### config.mk
export PLATFORM = sky130hd
export DESIGN_NAME = ps2_chip8_keypad
export DESIGN_NICKNAME = d
export VERILOG_FILES = /design/src/rtl/chip8_kbd_pkg.sv /design/src/rtl/kp_event_fifo.sv /design/src/rtl/ps2_chip8_keypad.sv
export SDC_FILE = /design/constraint.sdc
export NUM_CORES = 1
export LEC_CHECK = 0
export BUFFER_PORTS_ARGS = -buffer_cell sky130_fd_sc_hd__clkbuf_2
export CAP_MARGIN = 20
export CORE_MARGIN = 4
export CORE_UTILIZATION = 48
export CTS_CLUSTER_DIAMETER = 100
export DETAILED_ROUTE_END_ITERATION = 7
export PLACE_DENSITY = 0.71
export SLEW_MARGIN = 25
export SYNTH_ARGS = -nofsm -noshare
export SYNTH_HDL_FRONTEND = slang
export SYNTH_SLANG_ARGS = --single-unit
export TNS_END_PERCENT = 30
### constraint.sdc
create_clock -name clk_sys -period 3.75 [get_ports clk_sys]
set_input_delay 0.375 -clock clk_sys [delete_from_list [all_inputs] [get_ports clk_sys]]
set_output_delay 0.375 -clock clk_sys [all_outputs]
set_load 0.01 [all_outputs]
### src/rtl/chip8_kbd_pkg.sv
// Shared constants for the PS/2 to CHIP-8 keypad bridge.
// Holds the set-2 scancodes of the 16 hex keys and the two function keys,
// plus a decoder from scancode to {hit, chip8 key}.
package chip8_kbd_pkg;

  // Row 1: 1 2 3 4 -> 1 2 3 C
  localparam logic [7:0] ScKey1 = 8'h16;
  localparam logic [7:0] ScKey2 = 8'h1E;
  localparam logic [7:0] ScKey3 = 8'h26;
  localparam logic [7:0] ScKey4 = 8'h25;
  // Row 2: Q W E R -> 4 5 6 D
  localparam logic [7:0] ScKeyQ = 8'h15;
  localparam logic [7:0] ScKeyW = 8'h1D;
  localparam logic [7:0] ScKeyE = 8'h24;
  localparam logic [7:0] ScKeyR = 8'h2D;
  // Row 3: A S D F -> 7 8 9 E
  localparam logic [7:0] ScKeyA = 8'h1C;
  localparam logic [7:0] ScKeyS = 8'h1B;
  localparam logic [7:0] ScKeyD = 8'h23;
  localparam logic [7:0] ScKeyF = 8'h2B;
  // Row 4: Z X C V -> A 0 B F
  localparam logic [7:0] ScKeyZ = 8'h1A;
  localparam logic [7:0] ScKeyX = 8'h22;
  localparam logic [7:0] ScKeyC = 8'h21;
  localparam logic [7:0] ScKeyV = 8'h2A;

  // Front-panel function keys
  localparam logic [7:0] ScF1  = 8'h05;
  localparam logic [7:0] ScF12 = 8'h07;

  // Returns {hit, key}; hit=0 for anything outside the hex block.
  function automatic logic [4:0] hex_decode(input logic [7:0] sc);
    logic [4:0] res;
    res = 5'b0;
    case (sc)
      ScKey1: res = {1'b1, 4'h1};
      ScKey2: res = {1'b1, 4'h2};
      ScKey3: res = {1'b1, 4'h3};
      ScKey4: res = {1'b1, 4'hC};
      ScKeyQ: res = {1'b1, 4'h4};
      ScKeyW: res = {1'b1, 4'h5};
      ScKeyE: res = {1'b1, 4'h6};
      ScKeyR: res = {1'b1, 4'hD};
      ScKeyA: res = {1'b1, 4'h7};
      ScKeyS: res = {1'b1, 4'h8};
      ScKeyD: res = {1'b1, 4'h9};
      ScKeyF: res = {1'b1, 4'hE};
      ScKeyZ: res = {1'b1, 4'hA};
      ScKeyX: res = {1'b1, 4'h0};
      ScKeyC: res = {1'b1, 4'hB};
      ScKeyV: res = {1'b1, 4'hF};
      default: res = 5'b0;
    endcase
    return res;
  endfunction

endpackage

### src/rtl/kp_event_fifo.sv
// Small synchronous FIFO of 4-bit key events.
// Ports: clk_sys, reset (sync, active-high), push/din, pop/dout, flush,
// empty, full. Push while full is dropped unless a pop happens in the same
// cycle; pop while empty is ignored; flush discards any same-cycle push/pop.
module kp_event_fifo #(
  parameter int unsigned Depth = 4
) (
  input  logic       clk_sys,
  input  logic       reset,
  input  logic       push,
  input  logic [3:0] din,
  input  logic       pop,
  input  logic       flush,
  output logic [3:0] dout,
  output logic       empty,
  output logic       full
);

  localparam int unsigned PtrW = $clog2(Depth);
  localparam logic [PtrW-1:0] PtrOne   = 1;
  localparam logic [PtrW:0]   CntOne   = 1;
  localparam logic [PtrW:0]   CntDepth = Depth;

  logic [3:0]      mem_q [Depth];
  logic [PtrW-1:0] rd_ptr_q, rd_ptr_d, wr_ptr_q, wr_ptr_d;
  logic [PtrW:0]   count_q, count_d;
  logic            push_eff, pop_eff;

  assign empty = (count_q == '0);
  assign full  = (count_q == CntDepth);
  assign dout  = mem_q[rd_ptr_q];

  // A full FIFO can still accept a push when the head leaves in the same cycle.
  assign pop_eff  = pop & ~empty & ~flush;
  assign push_eff = push & (~full | pop_eff) & ~flush;

  always_comb begin
    rd_ptr_d = rd_ptr_q;
    wr_ptr_d = wr_ptr_q;
    count_d  = count_q;
    if (flush) begin
      rd_ptr_d = '0;
      wr_ptr_d = '0;
      count_d  = '0;
    end else begin
      if (push_eff) wr_ptr_d = wr_ptr_q + PtrOne;
      if (pop_eff)  rd_ptr_d = rd_ptr_q + PtrOne;
      if (push_eff && !pop_eff)      count_d = count_q + CntOne;
      else if (pop_eff && !push_eff) count_d = count_q - CntOne;
    end
  end

  always_ff @(posedge clk_sys) begin
    if (reset) begin
      rd_ptr_q <= '0;
      wr_ptr_q <= '0;
      count_q  <= '0;
      for (int i = 0; i < Depth; i++) mem_q[i] <= '0;
    end else begin
      rd_ptr_q <= rd_ptr_d;
      wr_ptr_q <= wr_ptr_d;
      count_q  <= count_d;
      if (push_eff) mem_q[wr_ptr_q] <= din;
    end
  end

endmodule

### src/rtl/ps2_chip8_keypad.sv
// Turns decoded PS/2 key events into the CHIP-8 hex keypad state, queues
// fresh hex presses for Fx0A, and decodes F1 (OSD toggle) and F12 (CPU reset).
// Ports: clk_sys, reset (sync, active-high); kb_interrupt/scancode/released/
// extended from the PS/2 receiver; keypad (held keys); key_valid/key_code/
// key_rd/key_flush/key_overflow for the press queue; osd_toggle (pulse),
// cpu_reset_req (level).
module ps2_chip8_keypad
  import chip8_kbd_pkg::*;
#(
  parameter int unsigned FIFO_DEPTH = 4
) (
  input  logic        clk_sys,
  input  logic        reset,
  input  logic        kb_interrupt,
  input  logic [7:0]  scancode,
  input  logic        released,
  input  logic        extended,
  output logic [15:0] keypad,
  output logic        key_valid,
  output logic [3:0]  key_code,
  input  logic        key_rd,
  input  logic        key_flush,
  output logic        key_overflow,
  output logic        osd_toggle,
  output logic        cpu_reset_req
);

  logic [4:0]  hex;
  logic        hex_hit, fn_ev;
  logic [3:0]  hex_key;
  logic [15:0] keypad_q, keypad_d;
  logic        push;
  logic        fifo_empty, fifo_full;
  logic        overflow_q, overflow_d;
  logic        osd_q, osd_d;
  logic        cpu_rst_q, cpu_rst_d;

  assign hex     = hex_decode(scancode);
  assign hex_hit = kb_interrupt & ~extended & hex[4];
  assign hex_key = hex[3:0];
  assign fn_ev   = kb_interrupt & ~extended;

  always_comb begin
    keypad_d = keypad_q;
    push     = 1'b0;
    if (hex_hit) begin
      if (released) begin
        keypad_d[hex_key] = 1'b0;
      end else begin
        keypad_d[hex_key] = 1'b1;
        // Only a fresh press is queued; typematic repeats are swallowed.
        push = ~keypad_q[hex_key];
      end
    end
    overflow_d = push & fifo_full & ~key_rd & ~key_flush;
    osd_d      = fn_ev & ~released & (scancode == ScF1);
    cpu_rst_d  = cpu_rst_q;
    if (fn_ev && scancode == ScF12) cpu_rst_d = ~released;
  end

  always_ff @(posedge clk_sys) begin
    if (reset) begin
      keypad_q   <= '0;
      overflow_q <= 1'b0;
      osd_q      <= 1'b0;
      cpu_rst_q  <= 1'b0;
    end else begin
      keypad_q   <= keypad_d;
      overflow_q <= overflow_d;
      osd_q      <= osd_d;
      cpu_rst_q  <= cpu_rst_d;
    end
  end

  kp_event_fifo #(
    .Depth (FIFO_DEPTH)
  ) u_fifo (
    .clk_sys (clk_sys),
    .reset   (reset),
    .push    (push),
    .din     (hex_key),
    .pop     (key_rd),
    .flush   (key_flush),
    .dout    (key_code),
    .empty   (fifo_empty),
    .full    (fifo_full)
  );

  assign keypad        = keypad_q;
  assign key_valid     = ~fifo_empty;
  assign key_overflow  = overflow_q;
  assign osd_toggle    = osd_q;
  assign cpu_reset_req = cpu_rst_q;

endmodule

# [After elaboration in Yosys (flattened, before gate mapping)]
# Memories as Yosys holds them, arrays and structs flattened. A register that Yosys moved wholly into a read port is not among the register bits.
# Index checks and enable logic that the tools add are counted.
[word_totals] register_bits=26 mem_bits_rw=16 romBits=320 input_bits=15 out_inout_bits=24 mem_count=2
[mem_list] memory="(name not given)" words=64 word_bits=5 read_ports=1 rd_ports_with_merged_regs=0 write_ports=0 line="chip8_kbd_pkg.sv:35" source="case (sc)"
[mem_list] memory="u_fifo.mem_q" words=4 word_bits=4 read_ports=1 rd_ports_with_merged_regs=1 write_ports=4 line="kp_event_fifo.sv:24" source="logic [3:0] mem_q [Depth];"
[classes] add_sub_neg=4 order_cmp=2 n_eq_ne=3 muxes=20 n_bitwise=22 n_reduce_logical=11
[op_table] cell="16-bit bitwise AND" n=1
[op_table] cell="8-bit by 3-bit == test with 1-bit output, second input constant" n=2
[op_table] cell="16-bit two-way mux" n=1
[op_table] cell="16-bit NOT" n=1
[op_table] cell="16-bit OR" n=1
[op_table] cell="1-bit bitwise AND" n=11
[op_table] cell="1-bit two-way mux" n=10
[op_table] cell="1-bit NOT" n=7
[op_table] cell="2-bit two-way mux" n=3
[op_table] cell="3-bit two-way mux" n=2
[op_table] cell="4-bit by 5-bit < comparator with 1-bit output, second input constant" n=1
[op_table] cell="5-bit two-way mux" n=1
[op_table] cell="2-bit by 1-bit adder with 2-bit output, second input constant" n=2
[op_table] cell="1-bit binary-select mux with 4-bit select" n=1
[op_table] cell="1-bit demux with 4-bit select" n=1
[op_table] cell="4-bit by 1-bit greater-or-equal comparator with 1-bit output, second input constant" n=1
[op_table] cell="1-bit logical AND" n=4
[op_table] cell="4-bit two-way mux" n=1
[op_table] cell="4-bit OR reduction" n=1
[op_table] cell="3-bit by 1-bit adder with 3-bit output, second input constant" n=1
[op_table] cell="3-bit == test, second input constant" n=1
[op_table] cell="3-bit zero test" n=1
[op_table] cell="3-bit by 1-bit subtractor with 3-bit output, second input constant" n=1
[op_table] cell="1-bit zero test" n=2
[op_table] cell="other kinds (4)" n=4

# [Logic depth before layout (Yosys ltp)]
# Gate-level depths: netlist of the first run.
[depth] word_depth=14 mapped_depth=15 mapped_depth_nobuf=15

# [Hierarchy]
# A second synthesis of the first run with hierarchy kept.
[unflattened] hier_cells=255 area_unflattened_um2=2534.9
[by_module_without_submodules] mod="ps2_chip8_keypad" n_inst=1 cells_each=163 area_each_um2=1398.8 seq_area_each_um2=380.4
[by_module_without_submodules] mod="kp_event_fifo" n_inst=1 cells_each=92 area_each_um2=1136.1 seq_area_each_um2=660.6

# [Least setup slack after synthesis of the first run]
# No wires, ideal clock.
[synth_timing] path_kind="input to register" startpoint="input scancode[1]" endpoint="register u_fifo.count_q[2]" arrival_ns=3.366 required_time_ns=3.680 path_slack_ns=0.314 path_stages=15 path_cell_list="inv_1 -> ha_1 -> nor2b_1 -> o21a_1 -> o32a_1 -> a211o_1 -> a2111oi_4 -> nand2_1 -> nor3_1 -> ha_1 -> inv_1 -> fa_1 -> xor2_1 -> or3_1 -> a21oi_1"
[synth_via] elab_chain_cells=12 elab_cells_between_ends=15 cone_classes="mux: 6; bitwise: 4; reduce/logical: 4; memory: 1"
[synth_rtl] item="start: declaration" line="ps2_chip8_keypad.sv:15" source="input logic [7:0] scancode,"
[synth_rtl] item="memory 64 x 5 bit (*)"
[synth_rtl] item="5-bit two-way mux (*)" line="chip8_kbd_pkg.sv:35"
[synth_rtl] item="1-bit binary-select mux with 4-bit select" line="ps2_chip8_keypad.sv:52" source="push = ~keypad_q[hex_key];"
[synth_rtl] item="1-bit two-way mux (implied by the code)" line="ps2_chip8_keypad.sv:52"
[synth_rtl] item="1-bit NOT" line="ps2_chip8_keypad.sv:52"
[synth_rtl] item="1-bit two-way mux" line="ps2_chip8_keypad.sv:47" source="if (released) begin"
[synth_rtl] item="1-bit two-way mux (*)" line="ps2_chip8_keypad.sv:46" source="if (hex_hit) begin"
[synth_rtl] item="1-bit bitwise AND (*) (2 in series)" line="kp_event_fifo.sv:35" source="assign push_eff = push & (~full | pop_eff) & ~flush;"
[synth_rtl] item="via u_fifo.push_eff" line="kp_event_fifo.sv:27" source="logic push_eff, pop_eff;"
[synth_rtl] item="1-bit zero test" line="kp_event_fifo.sv:49" source="else if (pop_eff && !push_eff) count_d = count_q - CntOne;"
[synth_rtl] item="1-bit logical AND" line="kp_event_fifo.sv:49"
[synth_rtl] item="2-bit nonzero test (no line)"
[synth_rtl] item="end signal: assignment" line="kp_event_fifo.sv:62" source="count_q <= count_d;"
[synth_rtl] item="end: declaration" line="kp_event_fifo.sv:26" source="logic [PtrW:0] count_q, count_d;"
# Mark *: on every way through the listed nets, which the timed path passes. The rest lies on a longest branch. The select of a mux whose other input is x is not followed.
# A chain may end at the register's enable or synchronous reset.

# [Final worst setup path of the first run]
[layout_timing] startpoint="input scancode[0]" endpoint="register u_fifo.count_q[2]"
# Same word-level chain as after synthesis.

==> results of run 1 <==
per-layer routing:
layer  track usage  part of all wire  routed length (um)
met1         0.248              0.44                2670
met2         0.347              0.49                2990
met3        0.0351             0.056                 338
met4        0.0399            0.0076                  46
met5             0                 0                   0
area by class of cell:
type                    instances  area, um^2
well taps                      70        87.6
clock buffers                   6        72.6
inverters                      13        48.8
multi-input cells             206        1460
fillers                       501        2180
clock inverters                 2        12.5
flip-flops and latches         44        1040
repair buffers                 53         303
cell families after synthesis:
kind of cell	synth area share
adders and majority gates	0.0364
and+or+nand+nor	0.243
AOI/OAI and AO/OA	0.167
xor gates and xnor gates	0.0134
DFF	0.398
buffers and inverters	0.0445
muxes	0.0981
final timing paths:
path	depth (start not counted)	end	slack, ns
worst min register to register	2	cpu_reset_req	0.49
worst max register to register	10	u_fifo.count_q[2]	1.14
worst max-delay path	16	u_fifo.count_q[2]	0.34
worst min-delay path	3	osd_toggle	0.45
through the flow:
stage	instances	total power, mW	hold slack (ns)
finish	394	0.897	0.448
global route	394	0.938	0.454
CTS	394	0.902	0.443
detailed placement	386	0.620	0.483
global placement	386	0.619	0.468
floorplan	275	0.586	0.461
tightest hold or removal path, cell delays in order:
cell      delay [ns]
clkbuf_2        0.09
nor4_1          0.05
and4_1          0.18
power groups by stage:
stage          clock network [mW]  registers [mW]  logic, mW
2_1_floorplan                   0           0.512     0.0737
3_3_place_gp                    0           0.513      0.106
3_5_place_dp                    0           0.513      0.107
4_1_cts                     0.293           0.502      0.108
5_1_grt                     0.315           0.502      0.121
6_report                    0.286           0.502      0.109
layout by cell type, fill, tap and decap left out, types with 6 or more instances in the layout:
| cell type | count |
|---|---|
| mux2i_1 | 14 |
| nor2_1 | 35 |
| edfxtp_1 | 16 |
| o21ai_0 | 9 |
| nor3_1 | 7 |
| nand2_1 | 16 |
| a21oi_1 | 14 |
| nand3_1 | 7 |
| inv_1 | 12 |
| buf_4 | 15 |
| or3_1 | 11 |
| dfxtp_1 | 28 |
| nand2b_1 | 8 |
| ha_1 | 6 |
| clkbuf_2 | 38 |
==> results.toml, run 1 <==
[die]
die_x_um = 81.8
die-area_um2 = 6690
boundaryPins = 39
core_area_um2 = 5200
row_count = 26
start_util = 0.502
die_y_um = 81.8

[logic_synthesis]
netlist_top_cells_count = "nor2_1, dfxtp_1, edfxtp_1, nand2_1"
synth-main-ff-cell = "dfxtp_1"
synth_cells = 275
syn_avg_cell_area_um2 = 9.51
ys_ff_latch = 44
synthDominantCellAreaShare = 0.214
synthMostInstantiatedCell = "nor2_1"
synth_edf_count = 16
synth_area_um2 = 2620
yosysWarningCount = 0
synth_area_leaders = "dfxtp_1, edfxtp_1, mux2i_1"
synth_nets = 297
yosysUniqueCellTypes = 66
yosysTopAreaCell = "dfxtp_1"
async_flop_share = 0
ys_seq_area_frac = 0.398

[clock_tree]
cts_max_level = 2
clk_latency_ns = 0.29
cts_resized = 0
cts_tree = "yes"
clk_path_buf_depth = 2
root_buffer = "clkbuf_8"
cts_made_buffers = 5
clock-sinks = 44
cts_hold_buf = 0
clk_pin_slew_ns = 0.08
cts_setup_buffers = 0

[timing]
drv_slew = 0
maxSlewHeadroom = 0.549
fin_crit_sh = 0.909
fin_ws_ns = 0.342
layout_min_cycle_time_ns = 3.41
rsz0062_at_grt = "no"
skew_ns = 0.00696
fin_tns_setup_ns = 0
tightest_slew_ns = 0.672
setup_violations = 0
finalHoldViolCount = 0
fmax_mhz = 293

[setup_path]
required_ns = 3.98
worstSetupStartpoint = "scancode[0]"
crit_slowest_cell = "a211oi_1"
path_max_fanout = 5
cpPeakStageDelay_ns = 0.51
cp-end-kind = "register"
critPathBufInv = 3
path_delay_family = "compound AO/OA/AOI/OAI gates"
crit_arrival_ns = 3.64
cp-start-kind = "primary input"
path_class = "in -> reg"
crit_chain = "clkbuf_2 -> inv_1 -> ha_1 -> nand2b_1 -> a211oi_1 -> or2_1 -> a2111oi_1 -> a2111oi_4 -> nand2_1 -> nor3_1 -> ha_1 -> inv_1 -> fa_1 -> xor2_1 -> or3_1 -> a21oi_1"

[power_and_ir_drop]
p_comb_frac = 0.122
total_leakage_power_nw = 1.19
switching_share = 0.251
p_int_mw = 0.672
pwr-share-seq = 0.559
power_density_nw_per_um2 = 297
p_switching_mw = 0.225
p_clk_frac = 0.319
ir_worst_vdd_mv = 0.212

[cells_and_area]
final_layout_size_suffix_gt1_frac = 0.265
syn2layout_area_growth_pct = 15.6
final_core_utilization = 0.581
nNetsFinal = 345
n_antenna_cell = 0
final_area_um2 = 3020

[grt]
grt_pass1_vias = 2210
grt_pass1_wl_mm = 10.3
grt.total_usage = 0.196
grt_start_max_net_pins = 25
grt_antenna_before_repair = 0
grt_overflow = 0

[place]
port_buffers = 38
dpl.hpwl_mm = 4.63
dpl_cell_area_um2 = 2940
dpl_worst_slack_ns = 0.0632
place_congestion = 0.909

[route]
postRouteAntennaNets = 0
post_drt_wl_per_cell_um = 15.4
drtPass1Iterations = 4
drc = 0
drt-initial-drc-count = 126
via_per_inst = 5.72
num_vias = 2255
finalWirelength_mm = 6.05

[worst_hold_path]
worstHoldStart = "scancode[6]"
hp-class = "in -> reg"

[run_status]
outcome = "finished clean"

[run]
max-cap-violations = 0
(Power assumes the default switching activity.)
==> inputs of run 2 (changes only) <==
- GPL_TIMING_DRIVEN: unset -> 0
==> run 2 against run 1 <==
Clock skew hardly changed. Non-clock buffer count shrank 3. Critical endpoint unchanged. Clock-buffer cell count unchanged. Worst setup slack worse by 0.11 ns. Largest power group unchanged. Combinational power is 6% higher. Worst hold slack got worse by 0.017 ns. Maximum frequency fell by 3.2%. Design area is 1.2% higher. Critical path depth unchanged. Largest cell class unchanged. Core utilization grew 0.67 points. Final cell count shrank 0.76%. Register-to-register slack worse by 0.22 ns.
==> results.toml, run 2 (synthesis gave the netlist of run 1 again) <==
[run_status]
outcome = "finished clean"

[timing]
holdWs_ns = 0.432
setup_violations = 0
finalHoldViolCount = 0
skew_ns = 0.00727
maxSlewHeadroom = 0.463
layout_min_cycle_time_ns = 3.52
drv_slew = 0
fin_crit_sh = 0.939
fin_ws_ns = 0.230
tightest_slew_ns = 0.800
fmax_mhz = 284
fin_tns_setup_ns = 0

[die]
die-area_um2 = 6690
row_count = 26
start_util = 0.502
die_y_um = 81.8
die_x_um = 81.8
core_area_um2 = 5200
boundaryPins = 39

[cells_and_area]
n_antenna_cell = 0
final_common_cell = "clkbuf_2"
final_area_um2 = 3060
fillers = 493
instances_no_fill = 391
final_layout_size_suffix_gt1_frac = 0.280
layout_common_cells = "clkbuf_2, nor2_1, dfxtp_1, edfxtp_1, nand2_1"
syn2layout_area_growth_pct = 16.9
nNetsFinal = 342
final_core_utilization = 0.588

[clock_tree]
clock-sinks = 44
cts_made_buffers = 5
clk_latency_ns = 0.30
clk_pin_slew_ns = 0.08
clk_path_buf_depth = 2
cts_max_level = 2
cts_tree = "yes"
root_buffer = "clkbuf_8"

[worst_hold_path]
hp-class = "in -> reg"
hold_path_depth = 3

[grt]
grt_pass1_wl_mm = 9.97
grt_overflow = 0
grt_pass1_vias = 2148
grt_start_max_net_pins = 15
grt.total_usage = 0.190
grt_antenna_before_repair = 0

[route]
drt-initial-drc-count = 163
finalWirelength_mm = 5.94
num_vias = 2230
drc = 0
drtPass1Iterations = 4
post_drt_wl_per_cell_um = 15.2
postRouteAntennaNets = 0
via_per_inst = 5.70

[power_and_ir_drop]
finalPower_mw = 0.908
total_leakage_power_nw = 1.16
power_density_nw_per_um2 = 297
ir_worst_vdd_mv = 0.215

[place]
dpl.hpwl_mm = 4.54
dp_cells = 381
port_buffers = 36
dpl_cell_area_um2 = 2880
dpl_worst_slack_ns = -0.356
place_congestion = 0.885

[run]
max-cap-violations = 0

[setup_path]
path_max_fanout = 10
path_delay_family = "simple AND/OR/NAND/NOR gates"
cpPeakStageDelay_ns = 0.40
required_ns = 3.98
crit_slowest_cell = "a2111oi_4"
reg2regPathDepth = 11
cp.depth = 16
cp-start-kind = "primary input"
path_class = "in -> reg"
cp-end-kind = "register"
crit_chain = "buf_2 -> inv_1 -> ha_4 -> mux2i_2 -> o22ai_2 -> nor2_4 -> mux2_4 -> a2111oi_4 -> nand2_2 -> nor3_2 -> ha_1 -> inv_1 -> fa_1 -> xor2_1 -> or3_1 -> a21oi_1"
crit_arrival_ns = 3.75
cpMostUsedCell = "inv_1"
critPathBufInv = 3
## run 2: cell types whose count changed in the layout (fill, tap and decap cells not counted), moves of 2 or more
cell / before / now
nor2_4: 0 / 2
clkbuf_2: 38 / 35
buf_4: 15 / 3
buf_6: 0 / 2
clkbuf_1: 1 / 7
ha_1: 6 / 4
buf_2: 0 / 4
## run 2: layer usage
metal / vias to the layer above / track usage / wire length [um]
met5: - / 0 / 0
met4: 0 / 0.0565 / 63
met3: 7 / 0.0318 / 302
met2: 63 / 0.334 / 3000
met1: 1049 / 0.239 / 2570
li1: 1111 / - / -
## run 2: where the power goes
group	leakage [nW]	internal [mW]	total [mW]	switching, mW
registers	0.389	0.499	0.502	0.00214
clock network	0.0412	0.130	0.292	0.161
logic	0.733	0.0443	0.115	0.0707
## run 2: final timing paths
| path | startpoint | end | slack (ns) |
|---|---|---|---|
| max | scancode[1] | u_fifo.count_q[2] | 0.23 |
| min | released | register | 0.43 |
| max reg2reg | register | u_fifo.count_q[2] | 0.92 |
| min reg2reg | cpu_reset_req | cpu_reset_req | 0.49 |
## run 2: timing repair
| item | 4_1_cts | 5_1_grt |
|---|---|---|
| buffers inserted | 0 | 2 |
| setup endpoints to repair | 1 | 1 |
| hold buffers | 0 | 0 |
| pin swaps | 0 | 4 |
| gates resized for setup | 1 | 16 |
## run 2: cell type report
type	count	area [um^2]	share of cell area
multi-input combinational	206	1530	0.501
inverter	13	48.8	0.0160
clock inverter	2	12.5	0.00409
timing repair buffer	38	195	0.0638
buffer	12	67.6	0.0221
clock buffer	6	72.6	0.0237
sequential	44	1040	0.340
tap	70	87.6	0.0286
## run 2: worst register-to-register path: stages, from the launching register on
cell	delay, ns
dfxtp_1	0.33
a2111oi_0	0.52
a21oi_1	0.08
o211ai_1	0.22
nand2_2	0.12
nor3_2	0.23
ha_1	0.22
inv_1	0.06
fa_1	0.37
xor2_1	0.18
or3_1	0.30
a21oi_1	0.14
==> inputs of run 3 (changes only) <==
- SYNTH_HIERARCHICAL: unset -> 1
==> run 3 against run 2 <==
Clock power grew 29%. Synthesized cell count shrank 7.3%. Flip-flop and latch count is the same. Sequential power is essentially flat. Maximum frequency shrank 3.1%. Final cell count shrank 1.8%. Worst hold slack lost 0.026 ns. Worst setup slack lost 0.11 ns. Sequential share of layout area shrank 1.6 points. Clock-buffer cell count shrank 1. Via count shrank 4.5%. Power grew 13%. Critical path type unchanged. Critical endpoint is now u_fifo/count_q[2]. Largest power group unchanged.
==> results.toml, run 3 <==
[route]
via_per_inst = 5.54
post_drt_wl_per_cell_um = 15.2
postRouteAntennaNets = 0
drc = 0
num_vias = 2129
drtPass1Iterations = 4
finalWirelength_mm = 5.84
drt-initial-drc-count = 116

[timing]
fmax_mhz = 275
fin_ws_ns = 0.116
tightest_slew_ns = 0.658
finalHoldViolCount = 0
drv_slew = 0
fin_tns_setup_ns = 0
fin_crit_sh = 0.969
layout_min_cycle_time_ns = 3.63
holdWs_ns = 0.405
maxSlewHeadroom = 0.557
setup_violations = 0
skew_ns = 0.0132

[setup_path]
crit_arrival_ns = 3.87
cp-end-kind = "register"
path_class = "in -> reg"
cp-start-kind = "primary input"
path_max_fanout = 5
crit_chain = "clkbuf_8 -> inv_1 -> ha_2 -> and2_1 -> o21a_1 -> a211oi_4 -> buf_6 -> buf_4 -> nor2b_1 -> a2111oi_4 -> nor4_4 -> nor4b_4 -> nor2b_4 -> nand2_4 -> inv_4 -> ha_4 -> inv_1 -> fa_2 -> xor2_1 -> or3_1 -> a21oi_2"
required_ns = 3.99
path_delay_family = "simple AND/OR/NAND/NOR gates"
cpMostUsedCell = "inv_1"
crit_slowest_cell = "a2111oi_4"
critPathBufInv = 6
cpPeakStageDelay_ns = 0.40

[die]
start_util = 0.496
die-area_um2 = 6510
die_y_um = 80.7
boundaryPins = 39
row_count = 26
core_area_um2 = 5110
die_x_um = 80.7

[clock_tree]
cts_max_level = 2
root_buffer = "clkbuf_8"
clk_latency_ns = 0.31
cts_hold_buf = 0
clock-sinks = 44
cts_tree = "yes"
cts_made_buffers = 5
clk_path_buf_depth = 2
clk_pin_slew_ns = 0.10

[place]
place_congestion = 0.837
dpl_worst_slack_ns = -0.675
dp_cells = 363
port_buffers = 38
dpl_cell_area_um2 = 2820
dpl.hpwl_mm = 4.15

[logic_synthesis]
synthDominantCellAreaShare = 0.221
netlist_top_cells_count = "nor2_1, dfxtp_1, a21oi_1, edfxtp_1"
synth_nets = 277
synth_area_leaders = "dfxtp_1, edfxtp_1, nor2_1"
syn_avg_cell_area_um2 = 9.94
synth_cells = 255
yosysUniqueCellTypes = 65
synthMostInstantiatedCell = "nor2_1"
synth_area_um2 = 2530
synth_edf_count = 16
ys_ff_latch = 44
yosysTopAreaCell = "dfxtp_1"
async_flop_share = 0
yosysWarningCount = 6
synth-main-ff-cell = "dfxtp_1"
ys_seq_area_frac = 0.411

[power_and_ir_drop]
finalPower_mw = 1.02
ir_worst_vdd_mv = 0.179
power_density_nw_per_um2 = 319
total_leakage_power_nw = 1.31

[cells_and_area]
final_layout_size_suffix_gt1_frac = 0.318
final_common_cell = "nor2_1"
syn2layout_area_growth_pct = 26.6
nNetsFinal = 335
final_core_utilization = 0.628
n_antenna_cell = 0
final_area_um2 = 3210
instances_no_fill = 384
layout_common_cells = "nor2_1, clkbuf_2, dfxtp_1, edfxtp_1, a21oi_1"

[grt]
grt_start_max_net_pins = 16
grt_pass1_vias = 2066
grt_overflow = 0
grt_antenna_before_repair = 0
grt_pass1_wl_mm = 9.72
grt.total_usage = 0.191

[run]
max-cap-violations = 0

[worst_hold_path]
hp-class = "in -> reg"

[run_status]
outcome = "finished clean"
==> run 3: cell count changes in the layout (fill, tap and decap cells not counted), sizes merged, moves of 3 or more <==
cell and delta:
nand2 -10, buf +9, or3 -8, a311oi +6
nand2b +5, o21ai -4, a31o -3, and3 +3
nand3b -3, nor2 +3, nor2b +3, nor4 -3
o211ai -3, or4 -3
==> run 3: routing by layer <==
metal	GRT usage	vias up	wire length [um]	part of all wire
li1	-	1057	-	-
met1	0.251	1014	2670	0.46
met2	0.314	51	2850	0.49
met3	0.0415	7	273	0.047
met4	0.0524	0	45	0.0077
met5	0	-	0	0
==> run 3: cell type report <==
class                           count  area [um^2]
Clock inverter                      3         46.3
Sequential cell                    44         1040
Buffer                             12         72.6
Inverter                           10         40.0
Tap cell                           70         87.6
Multi-Input combinational cell    189         1520
Fill cell                         422         1900
Clock buffer                        5         68.8
Timing Repair Buffer               51          328
==> run 3: logic make-up after synthesis <==
family / synth area share
xor gates and xnor gates: 0.0138
buffers and inverters: 0.0419
adders and majority gates: 0.0375
muxes: 0.102
DFF: 0.411
and+or+nand+nor: 0.227
AOI/OAI and AO/OA: 0.167
==> run 3: final timing paths <==
kind	from	endpoint	slack [ns]	cells after the start
worst max-delay path	scancode[0]	u_fifo/count_q[2]	0.12	21
worst min-delay path	key_rd	key_overflow	0.41	4
worst max register to register	register	u_fifo/count_q[2]	0.93	13
worst min register to register	cpu_reset_req	cpu_reset_req	0.53	2
==> run 3: repair_timing <==
action	in CTS	in global routing
setup buffers	7	5
endpoints found under the hold margin	0	0
cloned	1	0
pin swaps	3	6
endpoints found under the setup margin	2	1
resized for setup	16	13
==> run 3: worst min-delay path, delay by kind of cell <==
kind / cells / cell delay, ns
AND/OR/NAND/NOR: 3 / 0.18
buffers and inverters: 1 / 0.13
==> run 3: power breakdown <==
| group | leakage, nW | switching, mW | total [mW] | internal (mW) |
|---|---|---|---|---|
| sequential | 0.394 | 0.00192 | 0.500 | 0.498 |
| combinational | 0.860 | 0.0805 | 0.147 | 0.0661 |
| clock | 0.0548 | 0.175 | 0.376 | 0.201 |
